===== src/rtl/streamer_checker_pkg.sv =====
// streamer_checker_pkg
// Shared types, widths and helper functions for the rx_streamer sequence checker.
// Optional feature macro used by the checker: STREAMER_SEQ_CHECKER_LAT_STATS_EN.
package streamer_checker_pkg;

   typedef enum logic [1:0] {
      IDLE   = 2'd0,
      SYNC   = 2'd1,
      LOCKED = 2'd2
   } t_checker_state;

   localparam logic [7:0] c_LFSR_TAPS = 8'hB8;

   localparam int c_WORDS_W = 32;
   localparam int c_ERR_W   = 32;
   localparam int c_LOST_W  = 16;
   localparam int c_LAT_W   = 28;

   // Latency minimum starts at the largest representable value so any sample replaces it.
   localparam logic [c_LAT_W-1:0] c_LAT_MIN_INIT = 28'hFFF_FFFF;

   // One step of the 8-bit Galois LFSR (right-shifting, feedback from bit 0).
   function automatic logic [7:0] lfsr_next(input logic [7:0] v);
      logic [7:0] shifted;
      shifted = {1'b0, v[7:1]};
      if (v[0]) begin
         return shifted ^ c_LFSR_TAPS;
      end else begin
         return shifted;
      end
   endfunction

   // Saturating increment for 32-bit statistics.
   function automatic logic [31:0] sat_inc32(input logic [31:0] v);
      if (v == 32'hFFFF_FFFF) begin
         return v;
      end else begin
         return v + 32'd1;
      end
   endfunction

   // Saturating increment for 16-bit statistics.
   function automatic logic [15:0] sat_inc16(input logic [15:0] v);
      if (v == 16'hFFFF) begin
         return v;
      end else begin
         return v + 16'd1;
      end
   endfunction

endpackage


===== src/rtl/streamer_dreq_lfsr.sv =====
// streamer_dreq_lfsr
// Pseudo-random data-request generator: an 8-bit Galois LFSR compared against a
// threshold; the request output is registered (one cycle behind the LFSR value).
module streamer_dreq_lfsr
   import streamer_checker_pkg::*;
#(
   parameter logic [7:0] g_lfsr_seed = 8'hA5
) (
   input  logic       clk_i,
   input  logic       rst_n_i,
   input  logic       enable_i,
   input  logic [7:0] thr_i,
   output logic       dreq_o
);

   logic [7:0] lfsr_q;
   logic       dreq_q;

   // LFSR advances every cycle out of reset; dreq is the registered threshold compare.
   always_ff @(posedge clk_i) begin
      if (!rst_n_i) begin
         lfsr_q <= g_lfsr_seed;
         dreq_q <= 1'b0;
      end else begin
         lfsr_q <= lfsr_next(lfsr_q);
         dreq_q <= enable_i && ((thr_i == 8'hFF) || (lfsr_q < thr_i));
      end
   end

   assign dreq_o = dreq_q;

endmodule


===== config.mk =====
export PLATFORM = sky130hd
export DESIGN_NAME = streamer_dreq_lfsr
export DESIGN_NICKNAME = d
export VERILOG_FILES = /design/src/rtl/streamer_checker_pkg.sv /design/src/rtl/streamer_dreq_lfsr.sv
export SDC_FILE = /design/constraint.sdc
export NUM_CORES = 1
export LEC_CHECK = 0
export CORE_AREA = 3 3 40 42
export CTS_CLUSTER_DIAMETER = 200
export DETAILED_ROUTE_END_ITERATION = 12
export DIE_AREA = 0 0 43 45
export PLACE_DENSITY = 0.73
export REMOVE_ABC_BUFFERS = 1
export SYNTH_ARGS = -nofsm -noshare
export SYNTH_HDL_FRONTEND = slang
export SYNTH_SLANG_ARGS = --single-unit
export TNS_END_PERCENT = 30

===== constraint.sdc =====
create_clock -name clk_i -period 1.2 [get_ports clk_i]
set_input_delay 0.12 -clock clk_i [delete_from_list [all_inputs] [get_ports clk_i]]
set_output_delay 0.12 -clock clk_i [all_outputs]
set_load 0.01 [all_outputs]

==> reports/qor_table.md, run 1 <==
| Metric | Value | Unit |
| --- | --- | --- |
| Initial Utilization | 0.363 | - |
| Worst hold slack after final layout | 0.406 | ns |
| Detailed-routing iteration count for the pre-antenna-repair pass | 2 | - |
| RSZ-0062 raised after global routing | true | - |
| Vias in the first global route | 444 | - |
| Hold Path Stages | 4 | - |
| Share of the synthesized area in the top cell type | 0.386 | - |
| Syn Inst Count | 48 | - |
| Achievable frequency | 790 | MHz |
| Leading post-synthesis cells by cell area | sky130_fd_sc_hd__dfxtp_1, sky130_fd_sc_hd__ha_1, sky130_fd_sc_hd__inv_1 | - |
| Switching power | 0.000196 | W |
| Total Wirelength | 1.05 | mm |
| R2r startpoint | lfsr_q[2] | - |
| Fraction of the cycle the final worst path needs | 1.05 | - |
| Sequential cell fraction of total power | 0.444 | - |
| # clock sinks | 9 | - |
| Highest fanout seen on the critical path | 2 | - |
| Worst setup path start | thr_i[5] | - |
| Die Height | 45 | um |
| Detail-routed via count per cell | 4.66 | - |
| Maximum buffer depth of the clock tree | 2 | - |
| Layout cells sized above 1 | 0.324 | - |
| Maximum number of pins on one net before global-route repair | 9 | - |
| Crit-path cells | clkdlybuf4s50_1 -> inv_2 -> ha_4 -> a211oi_2 -> nor2_1 -> o41ai_2 | - |
| Required @ worst endpoint | 1.36 | ns |
| Net count of the finished layout | 90 | - |
| Arr. time, crit path | 1.42 | ns |
| Yosys warning count | 0 | - |
| Antenna viol nets, final | 0 | - |
| Number of antenna violations at the first check in global routing | 0 | - |
| Worst relative slew slack | 0.823 | - |
| Nature of the critical path endpoint | flip-flop | - |
| Cell-internal power | 0.000583 | W |
| Leakage dissipation | 0.336 | nW |
| Synthesis-to-layout area growth | 60.6 | % |
| Number of failing setup endpoints in the final timing report | 1 | - |
| Pin slew with the least headroom to its limit | 0.265 | ns |
| End-of-flow core utilization | 0.583 | - |
| Starting DRT DRC Count | 3 | - |
| Switching portion of total power | 0.252 | - |
| Most common cell after layout, fill and taps aside | sky130_fd_sc_hd__buf_4 | - |
| Post-synthesis register bit count | 9 | - |
| Worst Min Path Start | thr_i[2] | - |
| Count of cells along the worst register-to-register path | 5 | - |
| Avg WL per Cell | 12.2 | um |
| Final setup skew | 0.00516 | ns |
| Number of max-slew violations in the final report | 0 | - |
| Number of endpoints with negative hold slack in the final report | 0 | - |
| Routability congestion estimate from global placement | 0.756 | - |
| Post-CTS setup buffer count | 0 | - |
| Port Buf Inserts | 11 | - |
| Type of the worst min-delay path | in -> reg | - |
| Startpoint type of the worst setup path | input pin | - |
| Placeable core region | 0.00128 | sq mm |
| Clock latency on the worst-skew pair | 0.25 | ns |
| Layout fillers | 116 | - |
| Site row count | 13 | - |
| Half-perimeter wire length of the detailed placement result | 778 | um |
| First-pass GRT wire length | 1.75 | mm |
| Worst vdd ir | 509 | uV |
| H-tree lvl count | 1 | - |
| Library cell contributing the largest single delay on the critical path | sky130_fd_sc_hd__clkdlybuf4s50_1 | - |
| Max capacitance violation total | 0 | - |
| Cell Pwr Density | 1040 | mW/mm^2 |
| Sequential cell area | 183 | sq um |
| Combinational Power Share | 0.267 | - |
| Most frequent cells in the layout | sky130_fd_sc_hd__buf_4, sky130_fd_sc_hd__dfxtp_1, sky130_fd_sc_hd__clkdlybuf4s50_1 | - |
| Vias after detailed routing | 401 | - |
| Clock transition at the register clock pins on the worst setup and hold paths after CTS | 0.06 | ns |
| Total congestion overflow after global routing | 0 | - |
| Die Area | 0.00194 | sq mm |
| Sequential area share after synthesis | 0.386 | - |
| Overall Global Routing Usage | 0.121 | - |
| CTS tree | built | - |
| Worst path setup slack after routing | -0.0656 | ns |
| CTS root buf | sky130_fd_sc_hd__clkbuf_4 | - |
| Power share of the clock group | 0.288 | - |
| Number of library cell types mapped by synthesis | 18 | - |
| Synth Cell Area | 467 | sq um |
| IO Pins | 12 | - |
| DR DRC count | 0 | - |
| Diodes inserted | 0 | - |
| Number of CTS-inserted buffers | 3 | - |
| Cell taking the most area after synthesis | sky130_fd_sc_hd__dfxtp_1 | - |
| Avg Inst Size Synth | 9.72 | sq um |
| Floorplan die width | 43 | um |
| Run status | finished, violations left | - |
| Failing checks | negative setup slack | - |
| Final critical delay including setup and external delays | 1.27 | ns |
| Delay of the slowest cell on the worst path | 0.50 | ns |
| Area taken by multi-input logic gates | 327 | sq um |
| Critical path type | in -> reg | - |
[power by group through the flow]
stage / logic (W) / clock network [W] / registers, W
detailed placement: 0.000170 / 0 / 0.000347
global placement: 0.000166 / 0 / 0.000347
finish: 0.000208 / 0.000225 / 0.000346
global route: 0.000234 / 0.000244 / 0.000349
floorplan: 0.0000843 / 0 / 0.000346
CTS: 0.000196 / 0.000233 / 0.000343
[what timing repair did]
action,in CTS,in global routing
gates resized for setup,10,6
hold buffers,0,0
setup endpoints to repair,2,1
pin swaps,5,4
[worst max-delay path: cells and delay by family]
| family | cells | cell delay [ns] |
|---|---|---|
| adder cells (fa/ha/maj) | 1 | 0.23 |
| buffers and inverters | 2 | 0.55 |
| AO/OA/AOI/OAI | 2 | 0.44 |
| AND/OR/NAND/NOR | 1 | 0.07 |
[path summary, 6_finish.rpt]
check                                  to  slack, ns
worst max-delay path               dreq_o      -0.07
worst min-delay path               dreq_o       0.41
worst max register to register     dreq_o      -0.05
worst min register to register  lfsr_q[2]       0.44
[sequential cells by signal, summed over array words and instances, names as in the netlist]
signal	flops
lfsr_q	8
dreq_o	1
[per-layer routing]
layer | GRT usage | vias to the layer above | wire length (um)
met4 | 0.0361 | 0 | 11
met3 | 0.0438 | 2 | 70
met5 | 0 | - | 0
met2 | 0.222 | 14 | 476
met1 | 0.131 | 175 | 491
li1 | - | 210 | -
[cells in the mapped netlist (all sizes together)]
master   n
nor3     1
nand2    2
or3      1
nor2     1
nand4    3
a211oi   1
o41ai    1
a2111oi  1
xnor2    1
inv      7
xor2     2
a21oi    1
dfxtp    9
o21ai    1
ha       7
nand2b   4
or2      1
and2     4
[per-stage QoR]
stage	TNS (ns)	instance area (sq um)	setup slack [ns]	power, W	std cells
3_3_place_gp	-0.457	656	-0.457	0.000513	82
3_5_place_dp	-0.534	656	-0.534	0.000517	82
2_1_floorplan	-0.0637	467	-0.0637	0.000430	48
6_report	-0.0656	749	-0.0656	0.000779	86
4_1_cts	-0.230	717	-0.230	0.000772	86
5_1_grt	-0.0961	749	-0.0961	0.000826	86
[area by class of cell]
type	instances	share of cell area
Clock buffer	4	0.0351
Sequential cell	9	0.244
Timing Repair Buffer	19	0.225
Tap cell	15	0.0250
Multi-Input combinational cell	32	0.436
Inverter	7	0.0351
[logic make-up after synthesis]
kind of cell,synth area share
AOI/OAI and AO/OA,0.105
xor gates and xnor gates,0.0563
adders and majority gates,0.188
buffers and inverters,0.0563
DFF,0.386
and+or+nand+nor,0.209
No activity file was read; power rests on OpenSTA's default activity.
==> run 2, diff against run 1 <==
--- a/config.mk
+++ b/config.mk
@@ -9,7 +9,8 @@
 export CTS_CLUSTER_DIAMETER = 200
 export DETAILED_ROUTE_END_ITERATION = 12
 export DIE_AREA = 0 0 43 45
-export PLACE_DENSITY = 0.73
+export DONT_BUFFER_PORTS = 1
+export PLACE_DENSITY = 0.59
 export REMOVE_ABC_BUFFERS = 1
 export SYNTH_ARGS = -nofsm -noshare
 export SYNTH_HDL_FRONTEND = slang
==> constraint.sdc (replaced) <==
create_clock -name clk_i -period 1.5 [get_ports clk_i]
set_input_delay 0.15 -clock clk_i [delete_from_list [all_inputs] [get_ports clk_i]]
set_output_delay 0.15 -clock clk_i [all_outputs]
set_load 0.01 [all_outputs]
==> run 2 against run 1 <==
Compared with the run above: the run now ends clean; register-to-register slack better by 0.21 ns; non-clock buffer count shrank 18; wire length decreased by 17%; first-iteration DRC count grew 33%; critical path depth down 1; final cell count fell by 21%; die area did not move; count of clock-buffer cells in the layout stayed put; flip-flop and latch count did not move; power fell by 30%; global-route usage fell by 1.3 points; design area shrank 30%; critical endpoint unchanged.
==> reports/qor_table.md, run 2 (synthesis results as in run 1) <==
| Metric | Value | Unit |
| --- | --- | --- |
| Cell Pwr Density | 1050 | mW/mm^2 |
| Detailed-routing iteration count for the pre-antenna-repair pass | 4 | - |
| Final critical delay including setup and external delays | 1.34 | ns |
| Avg WL per Cell | 12.8 | um |
| Clock transition at the register clock pins on the worst setup and hold paths after CTS | 0.06 | ns |
| Critical path type | reg -> reg | - |
| Combinational Power Share | 0.157 | - |
| Top register by number of flip-flops | lfsr_q | - |
| Final TNS setup | 0 | ns |
| Number of CTS-inserted buffers | 3 | - |
| Switching power | 0.000136 | W |
| Number of endpoints with negative hold slack in the final report | 0 | - |
| Arr. time, crit path | 1.51 | ns |
| Total Wirelength | 869 | um |
| Port Buf Inserts | 0 | - |
| Maximum buffer depth of the clock tree | 2 | - |
| Worst hold slack after final layout | 0.0124 | ns |
| Net count of the finished layout | 72 | - |
| CTS root buf | sky130_fd_sc_hd__clkbuf_4 | - |
| Pin slew with the least headroom to its limit | 0.256 | ns |
| Die Height | 45 | um |
| Number of max-slew violations in the final report | 0 | - |
| Delay of the slowest cell on the worst path | 0.31 | ns |
| Floorplan die width | 43 | um |
| Final setup skew | 0.00341 | ns |
| Cell-internal power | 0.000410 | W |
| Vias after detailed routing | 333 | - |
| Total congestion overflow after global routing | 0 | - |
| IO Pins | 12 | - |
| Run status | finished, final reports clean | - |
| Antenna viol nets, final | 0 | - |
| Library cell contributing the largest single delay on the critical path | sky130_fd_sc_hd__dfxtp_1 | - |
| Crit-path cells | ha_1 -> or2_2 -> a21oi_1 -> nor3_1 -> o41ai_2 | - |
| Type of the worst min-delay path | in -> reg | - |
| RSZ-0062 raised after global routing | false | - |
| Overall Global Routing Usage | 0.109 | - |
| H-tree lvl count | 1 | - |
| Sequential cell fraction of total power | 0.504 | - |
| Worst relative slew slack | 0.829 | - |
| Most frequent cells in the layout | sky130_fd_sc_hd__dfxtp_1, sky130_fd_sc_hd__inv_1, sky130_fd_sc_hd__ha_1 | - |
| Final Instance Area | 522 | sq um |
| Fraction of the cycle the final worst path needs | 0.896 | - |
| Synthesis-to-layout area growth | 11.8 | % |
| Detail-routed via count per cell | 4.90 | - |
| Diodes inserted | 0 | - |
| Max capacitance violation total | 0 | - |
| Placeable core region | 0.00128 | sq mm |
| First-pass GRT wire length | 1.41 | mm |
| Switching portion of total power | 0.249 | - |
| Clock latency on the worst-skew pair | 0.26 | ns |
| Worst vdd ir | 465 | uV |
| DR DRC count | 0 | - |
| Worst path setup slack after routing | 0.156 | ns |
| Starting DRT DRC Count | 4 | - |
| Required @ worst endpoint | 1.67 | ns |
| Post-CTS setup buffer count | 0 | - |
| Number of antenna violations at the first check in global routing | 0 | - |
| Startpoint type of the worst setup path | flip-flop | - |
| Site row count | 13 | - |
| # clock sinks | 9 | - |
| Maximum number of pins on one net before global-route repair | 7 | - |
| Half-perimeter wire length of the detailed placement result | 674 | um |
| Achievable frequency | 744 | MHz |
| Most common cell after layout, fill and taps aside | sky130_fd_sc_hd__dfxtp_1 | - |
| Nature of the critical path endpoint | flip-flop | - |
| Number of failing setup endpoints in the final timing report | 0 | - |
| End-of-flow core utilization | 0.406 | - |
| PostCTS Resize Cnt | 0 | - |
| CTS tree | built | - |
| Initial Utilization | 0.363 | - |
| Die Area | 0.00194 | sq mm |
| Layout cells sized above 1 | 0.113 | - |
| Largest register FFs | 8 | - |
| Power share of the clock group | 0.339 | - |
| Highest fanout seen on the critical path | 2 | - |
| Leakage dissipation | 0.241 | nW |
| Pre-CTS setup slack | 0.166 | ns |
| Vias in the first global route | 332 | - |
| Routability congestion estimate from global placement | 0.697 | - |
| Area post-placement | 485 | sq um |
## run 2: changes by cell type in the layout (fill, tap and decap cells not counted), sizes merged
| cell | before | now |
|---|---|---|
| dlymetal6s2s | 1 | 0 |
| dlygate4sd2 | 3 | 0 |
| dlygate4sd3 | 0 | 1 |
| clkdlybuf4s50 | 7 | 0 |
| buf | 8 | 0 |
## run 2: path summary, 6_finish.rpt
kind | startpoint | to | slack [ns] | depth (start not counted)
worst min-delay path | rst_n_i | lfsr_q[1] | 0.01 | 1
worst min register to register | lfsr_q[3] | lfsr_q[2] | 0.45 | 1
worst max register to register | lfsr_q[2] | dreq_o | 0.16 | 5
worst max-delay path | lfsr_q[2] | dreq_o | 0.16 | 5
## run 2: critical path: cells and delay by family (launching register included)
family,cells,cell delay (ns)
and+or+nand+nor,2,0.35
adders and majority gates,1,0.26
DFF,1,0.31
AOI/OAI and AO/OA,2,0.35
## run 2: stage by stage
stage / power (W) / cells
detailed placement: 0.000361 / 63
CTS: 0.000555 / 68
floorplan: 0.000344 / 48
global route: 0.000581 / 68
finish: 0.000546 / 68
global placement: 0.000361 / 63
## run 2: metal layers
| layer | global-route usage | part of all wire | vias up |
|---|---|---|---|
| met5 | 0 | 0 | - |
| met4 | 0.108 | 0.022 | 0 |
| met3 | 0.0478 | 0.11 | 4 |
| met2 | 0.123 | 0.37 | 14 |
| met1 | 0.143 | 0.50 | 140 |
| li1 | - | - | 175 |
## run 2: power groups by stage
stage                     Clock, W  Sequential, W  Combinational (W)
after floorplan                  0       0.000277          0.0000675
after global placement           0       0.000280          0.0000814
after detailed placement         0       0.000280          0.0000800
after CTS                 0.000194       0.000275          0.0000852
after global routing      0.000206       0.000278          0.0000971
final                     0.000185       0.000275          0.0000855
## run 2: final cells by class
| type | instances | area (sq um) |
|---|---|---|
| clock buffer | 4 | 26.3 |
| fill | 135 | 763 |
| inverter | 7 | 26.3 |
| multi-input combinational | 32 | 260 |
| sequential | 9 | 180 |
| tap | 15 | 18.8 |
| timing repair buffer | 1 | 10.0 |
## run 2: what timing repair did
item	CTS	global route
endpoints found under the hold margin	4	0
endpoints found under the setup margin	0	0
hold buffers	1	0
==> run 3, diff against run 2 <==
--- a/config.mk
+++ b/config.mk
@@ -12,6 +12,7 @@
 export DONT_BUFFER_PORTS = 1
 export PLACE_DENSITY = 0.59
 export REMOVE_ABC_BUFFERS = 1
+export SLEW_MARGIN = 25
 export SYNTH_ARGS = -nofsm -noshare
 export SYNTH_HDL_FRONTEND = slang
 export SYNTH_SLANG_ARGS = --single-unit
==> results of run 3 <==
Final layout, timing and power as in run 2 (identical DEF).
